`config.mk`:
```
export PLATFORM = sky130hd
export DESIGN_NAME = riscv_ctrl_pipe
export DESIGN_NICKNAME = d
export VERILOG_FILES = /design/src/rtl/riscv_ctrl_pipe.sv
export SDC_FILE = /design/constraint.sdc
export NUM_CORES = 1
export LEC_CHECK = 0
export ABC_AREA = 0
export CORE_UTILIZATION = 50
export CTS_CLUSTER_DIAMETER = 120
export DETAILED_ROUTE_END_ITERATION = 7
export HOLD_SLACK_MARGIN = 0.15
export PLACE_DENSITY = 0.91
export SLEW_MARGIN = 40
export SYNTH_ARGS = -nofsm -noshare
export SYNTH_HDL_FRONTEND = slang
export SYNTH_SLANG_ARGS = --single-unit
```
`constraint.sdc`:
```
create_clock -name clk -period 4.9 [get_ports clk]
set_clock_uncertainty 0.1 [all_clocks]
set_input_delay 1.47 -clock clk [delete_from_list [all_inputs] [get_ports clk]]
set_output_delay 1.47 -clock clk [all_outputs]
set_load 0.03 [all_outputs]
```
`src/rtl/riscv_ctrl_pipe.sv`:
```
// Registered RV32 control decoder with a multi-cycle multiply stall.
// Also produces rs1/rs2 forwarding selects and GPIO CSR write enables.
module riscv_ctrl_pipe #(
    parameter int          MUL_CYCLES = 3,
    parameter int          NUM_GPIO   = 2,
    parameter logic [11:0] CSR_BASE   = 12'hF02
) (
    input  logic                clk,
    input  logic                rst,
    input  logic [31:0]         instr,
    input  logic                instr_valid,
    output logic                stall,
    output logic [3:0]          aluop,
    output logic                alusrc,
    output logic [1:0]          regsel,
    output logic                regwrite,
    output logic [4:0]          rd,
    output logic [NUM_GPIO-1:0] gpio_we,
    output logic                fwd_a,
    output logic                fwd_b,
    output logic                illegal
);

    localparam logic [6:0] OP_R   = 7'b0110011;
    localparam logic [6:0] OP_I   = 7'b0010011;
    localparam logic [6:0] OP_LUI = 7'b0110111;
    localparam logic [6:0] OP_SYS = 7'b1110011;

    localparam logic [3:0] A_ADD   = 4'b0000;
    localparam logic [3:0] A_SUB   = 4'b0001;
    localparam logic [3:0] A_AND   = 4'b0010;
    localparam logic [3:0] A_OR    = 4'b0011;
    localparam logic [3:0] A_XOR   = 4'b0100;
    localparam logic [3:0] A_SLL   = 4'b0101;
    localparam logic [3:0] A_SRL   = 4'b0110;
    localparam logic [3:0] A_SRA   = 4'b0111;
    localparam logic [3:0] A_SLT   = 4'b1000;
    localparam logic [3:0] A_SLTU  = 4'b1001;
    localparam logic [3:0] A_MUL   = 4'b1010;
    localparam logic [3:0] A_MULH  = 4'b1011;
    localparam logic [3:0] A_MULHU = 4'b1100;

    typedef struct packed {
        logic [3:0]          aluop;
        logic                alusrc;
        logic [1:0]          regsel;
        logic                rw;
        logic [4:0]          rd;
        logic [NUM_GPIO-1:0] gpio;
        logic                ill;
    } ex_t;

    typedef enum logic {RUN, MULBUSY} state_t;

    state_t     state, state_nx;
    logic [3:0] cnt, cnt_nx;
    ex_t        ex, ex_nx, dec;

    logic [6:0]  opcode;
    logic [2:0]  f3;
    logic [6:0]  f7;
    logic [4:0]  id_rd;
    logic [4:0]  rs1;
    logic [4:0]  rs2;
    logic [11:0] csr;
    logic [11:0] csr_off;
    logic        is_r, is_i, is_lui, is_csrrw;
    logic        d_ok, d_mul;
    logic        accept, start_mul;

    assign opcode  = instr[6:0];
    assign id_rd   = instr[11:7];
    assign f3      = instr[14:12];
    assign rs1     = instr[19:15];
    assign rs2     = instr[24:20];
    assign f7      = instr[31:25];
    assign csr     = instr[31:20];
    assign csr_off = csr - CSR_BASE;

    assign is_r     = (opcode == OP_R);
    assign is_i     = (opcode == OP_I);
    assign is_lui   = (opcode == OP_LUI);
    assign is_csrrw = (opcode == OP_SYS) && (f3 == 3'b001);

    always_comb begin
        dec   = '0;
        d_ok  = 1'b0;
        d_mul = 1'b0;
        unique case (1'b1)
            is_r: begin
                dec.regsel = 2'b10;
                dec.rw     = 1'b1;
                d_ok       = 1'b1;
                case ({f7, f3})
                    10'b0000000_000: dec.aluop = A_ADD;
                    10'b0100000_000: dec.aluop = A_SUB;
                    10'b0000000_001: dec.aluop = A_SLL;
                    10'b0000000_010: dec.aluop = A_SLT;
                    10'b0000000_011: dec.aluop = A_SLTU;
                    10'b0000000_100: dec.aluop = A_XOR;
                    10'b0000000_101: dec.aluop = A_SRL;
                    10'b0100000_101: dec.aluop = A_SRA;
                    10'b0000000_110: dec.aluop = A_OR;
                    10'b0000000_111: dec.aluop = A_AND;
                    10'b0000001_000: begin
                        dec.aluop = A_MUL;
                        d_mul     = 1'b1;
                    end
                    10'b0000001_001: begin
                        dec.aluop = A_MULH;
                        d_mul     = 1'b1;
                    end
                    10'b0000001_011: begin
                        dec.aluop = A_MULHU;
                        d_mul     = 1'b1;
                    end
                    default: d_ok = 1'b0;
                endcase
            end
            is_i: begin
                dec.alusrc = 1'b1;
                dec.regsel = 2'b10;
                dec.rw     = 1'b1;
                d_ok       = 1'b1;
                case (f3)
                    3'b000: dec.aluop = A_ADD;
                    3'b010: dec.aluop = A_SLT;
                    3'b011: dec.aluop = A_SLTU;
                    3'b100: dec.aluop = A_XOR;
                    3'b110: dec.aluop = A_OR;
                    3'b111: dec.aluop = A_AND;
                    3'b001: begin
                        dec.aluop = A_SLL;
                        d_ok      = (f7 == 7'b0000000);
                    end
                    default: begin
                        dec.aluop = f7[5] ? A_SRA : A_SRL;
                        d_ok      = (f7 == 7'b0000000)
                                 || (f7 == 7'b0100000);
                    end
                endcase
            end
            is_lui: begin
                dec.regsel = 2'b01;
                dec.rw     = 1'b1;
                d_ok       = 1'b1;
            end
            is_csrrw: begin
                // GPIO input read at F00 wins over an overlapping output window
                if (csr == 12'hF00) begin
                    dec.rw = 1'b1;
                    d_ok   = 1'b1;
                end else if (csr_off < 12'(NUM_GPIO)) begin
                    for (int k = 0; k < NUM_GPIO; k++) begin
                        dec.gpio[k] = (csr_off == 12'(k));
                    end
                    d_ok = 1'b1;
                end
            end
            default: d_ok = 1'b0;
        endcase
        if (d_ok) begin
            dec.rd = id_rd;
            dec.rw = dec.rw && (id_rd != 5'd0);
        end else begin
            dec     = '0;
            dec.ill = 1'b1;
            d_mul   = 1'b0;
        end
    end

    assign accept    = instr_valid && !stall;
    assign start_mul = accept && d_mul && (MUL_CYCLES > 1);

    always_ff @(posedge clk or posedge rst) begin
        if (rst) begin
            state <= RUN;
            cnt   <= 4'd0;
            ex    <= '0;
        end else begin
            state <= state_nx;
            cnt   <= cnt_nx;
            ex    <= ex_nx;
        end
    end

    always_comb begin
        state_nx = state;
        cnt_nx   = cnt;
        unique case (state)
            RUN: begin
                if (start_mul) begin
                    state_nx = MULBUSY;
                    cnt_nx   = 4'(MUL_CYCLES - 1);
                end
            end
            MULBUSY: begin
                cnt_nx = cnt - 4'd1;
                if (cnt == 4'd1) begin
                    state_nx = RUN;
                end
            end
            default: begin
                state_nx = RUN;
                cnt_nx   = 4'd0;
            end
        endcase
    end

    // The mul stays in EX while busy; its write is released on the last cycle
    always_comb begin
        ex_nx = '0;
        if (state == MULBUSY) begin
            ex_nx = ex;
        end else if (accept) begin
            ex_nx = dec;
        end
    end

    always_comb begin
        stall    = (state == MULBUSY);
        aluop    = ex.aluop;
        alusrc   = ex.alusrc;
        regsel   = ex.regsel;
        regwrite = ex.rw && (state == RUN);
        rd       = ex.rd;
        gpio_we  = ex.gpio;
        illegal  = ex.ill;
        fwd_a    = instr_valid && regwrite && (ex.rd != 5'd0)
                && (rs1 == ex.rd);
        fwd_b    = instr_valid && regwrite && (ex.rd != 5'd0)
                && (rs2 == ex.rd);
    end

endmodule

```
==> impl_metrics.yaml, run 1 <==
layout:
  final_common_cell: "clkdlybuf4s50_1"
  drive_gt1_share_pct: 7.80
  area_growth_pct: 28.5
  nets: 257
  layout_common_cells: "51 x clkdlybuf4s50_1, 21 x dfrtp_1, 15 x nand2_1"
  antenna_cells: 0
  fillers: 257
power_and_ir_drop:
  leakage_nw: 0.843
  p_comb_share_pct: 22.6
  p_per_area_nw_per_um2: 160
  pwr-share-seq_pct: 51.8
  total_power_mw: 0.338
  p_sw_mw: 0.0919
  peakVddDrop_uv: 92.0
  p_int_mw: 0.246
  clkPwrFrac_pct: 25.5
  power.share.switching_pct: 27.2
clock_network:
  clk_pin_slew_ns: 0.11
  cts_tree: "done"
  clock_path_buffers: 2
  cts_root_buf: "clkbuf_4"
  cts_buffers: 3
  cts_setup_buffers: 0
  clock_sinks: 21
  cts_hold_buf: 0
  clk_latency_ns: 0.31
  ctsResizeCount: 0
  htree_levels: 1
placed_design:
  hpwl_um: 2820
  place.port_buffers: 53
  gp_congestion: 0.881
logic_synthesis:
  syn_area_um2: 1640
  synth_top_area_cell: "dfrtp_1"
  synth_top_flop_cell: "dfrtp_1"
  synth_async_sr_flop_share_pct: 100
  yosys_warnings: 0
  synth_edf_count: 0
  ys_types: 55
  synth_area_leaders: "dfrtp_1 32%, buf_4 5.9%, xnor2_1 3.7%"
  syn_inst: 181
  synth.top_cell.area_share_pct: 32.0
  synth-seq-cells: 21
  synth.avg_cell_area_um2: 9.06
  syn_nets: 219
  synth_seq_area_share_pct: 32.0
grt:
  met2_usage_pct: 36.3
  grt-ovfl-total: 0
  grt_max_degree: 27
  grt.met1_usage_pct: 31.2
  grt_pass1_vias: 1352
  top_usage_layer: "met2"
  track_usage_pct: 22.3
  grt_use_met3_pct: 3.28
  grt_pass1_wl_um: 6000
  antenna_found_initial: 0
timing:
  slew_headroom_pct: 47.3
  worst_pin_slew_ns: 0.790
  grt_setup_unrepaired: "false"
  clock.fmax_mhz: 225
  setup-tns-final_ns: 0
  setup_viol_count_final: 0
  finalHoldViolCount: 0
  slew_violations: 0
  layout_min_cycle_time_ns: 4.45
  timing.final.crit_share_pct: 90.8
hold_path:
  hold_path_class: "reg -> reg"
critical_path:
  worst-r2r-setup-slack_ns: 2.68
  crit_path_cell_trace: "clkdlybuf4s50_1 > nor2b_1 > o211ai_1 > nor4_1 > buf_4"
  crit_path_max_fanout: 3
  cpPeakStageDelay_ns: 0.54
  critPathCaptureType: "primary output"
  slowest_stage: "clkdlybuf4s50_1"
  arrival_ns: 2.88
  cp-start-kind: "input pin"
  cp_data_required_time_ns: 3.33
  path_class: "in -> out"
route:
  drc: 0
  drt_iter0_markers: 63
  wire_per_inst_um: 13.7
  first_pass_iters: 4
  dr_total_vias: 1488
  wirelength_um: 3590
  viasPerCell: 5.68
  ant_nets: 0
floorplanning:
  ios: 54
  fp-row-count: 20
  die_w_um: 59.3
  start_util_pct: 53.3
  die_area_um2: 3510
  core_um2: 3080
  dieHeight_um: 59.3
flow_run:
  maxCapViolations: 0
status:
  status: "completed"
==> cell families after synthesis <==
logic type	count (synthesis)	share of synthesized area [%]
fa+ha+maj	4	2.90
compound gates	47	21.2
flops	21	32.0
xor+xnor	12	6.41
buf+inv	30	11.0
simple gates	65	24.9
mux	2	1.53
==> cells in the mapped netlist (all sizes together), types with 4 or more instances <==
library cell  instances
a21oi                 8
a22o                  5
buf                  18
dfrtp                21
inv                   9
nand2                15
nand3                 5
nor2                 10
nor2b                 6
nor3                  6
nor4                  4
o21ai                10
o31ai                 8
xnor2                 7
xor2                  5
==> power groups by stage <==
stage	clock [mW]	combinational [mW]	sequential [mW]
2_1_floorplan	0	0.0358	0.179
3_3_place_gp	0	0.0750	0.179
3_5_place_dp	0	0.0764	0.179
4_1_cts	0.0859	0.0765	0.175
5_1_grt	0.0932	0.0841	0.175
6_report	0.0862	0.0765	0.175
==> per-stage QoR <==
step / hold slack (ns) / setup slack, ns / utilization [%] / area (um^2) / std cells
after global routing: 0.413 / 0.329 / 68.5 / 2110 / 262
after global placement: 0.367 / 0.479 / 67.6 / 2080 / 258
after CTS: 0.393 / 0.453 / 68.5 / 2110 / 262
after detailed placement: 0.370 / 0.467 / 67.6 / 2080 / 258
final: 0.388 / 0.451 / 68.5 / 2110 / 262
after floorplan: 0.344 / 0.381 / - / 1640 / 181
==> layer usage <==
metal / routed length (um) / vias to the layer above
met5: 0 / -
met4: 39 / 0
met3: 182 / 5
met2: 1680 / 54
met1: 1680 / 700
li1: - / 729
==> worst max-delay path: cells and delay by family <==
kind / cells / cell delay, ns
AO/OA/AOI/OAI: 1 / 0.14
buffers and inverters: 2 / 0.75
AND/OR/NAND/NOR: 2 / 0.51
==> registers in the layout, indices dropped and copies added, names as in the netlist <==
signal / count
illegal: 1
regsel: 2
ex: 1
cnt: 4
alusrc: 1
gpio_we: 2
rd: 5
aluop: 4
stall: 1
==> final cells by class <==
type                            instances  area [um^2]  share of cell area, %
Multi-Input combinational cell        130          935                   44.3
Sequential cell                        21          526                   24.9
Tap cell                               44         55.1                   2.61
Timing Repair Buffer                   54          533                   25.3
Inverter                                9         33.8                   1.60
Clock buffer                            4         26.3                   1.25
==> final timing paths <==
check / endpoint / from / depth (start not counted)
min: cnt[3] / cnt[3] / 1
max reg2reg: aluop[2] / stall / 5
min reg2reg: cnt[3] / cnt[3] / 1
min in group asynchronous: regsel[1] / rst / 2
max in group asynchronous: rd[4] / rst / 2
max: fwd_b / instr_valid / 5
Note: power is estimated with default switching activity, not from simulation.
==> run 2, diff against run 1 <==
--- a/config.mk
+++ b/config.mk
@@ -11,6 +11,7 @@
 export DETAILED_ROUTE_END_ITERATION = 7
 export HOLD_SLACK_MARGIN = 0.15
 export PLACE_DENSITY = 0.91
+export SETUP_SLACK_MARGIN = 0.1
 export SLEW_MARGIN = 40
 export SYNTH_ARGS = -nofsm -noshare
 export SYNTH_HDL_FRONTEND = slang
==> results of run 2 <==
Final layout, timing and power as in run 1 (identical DEF).
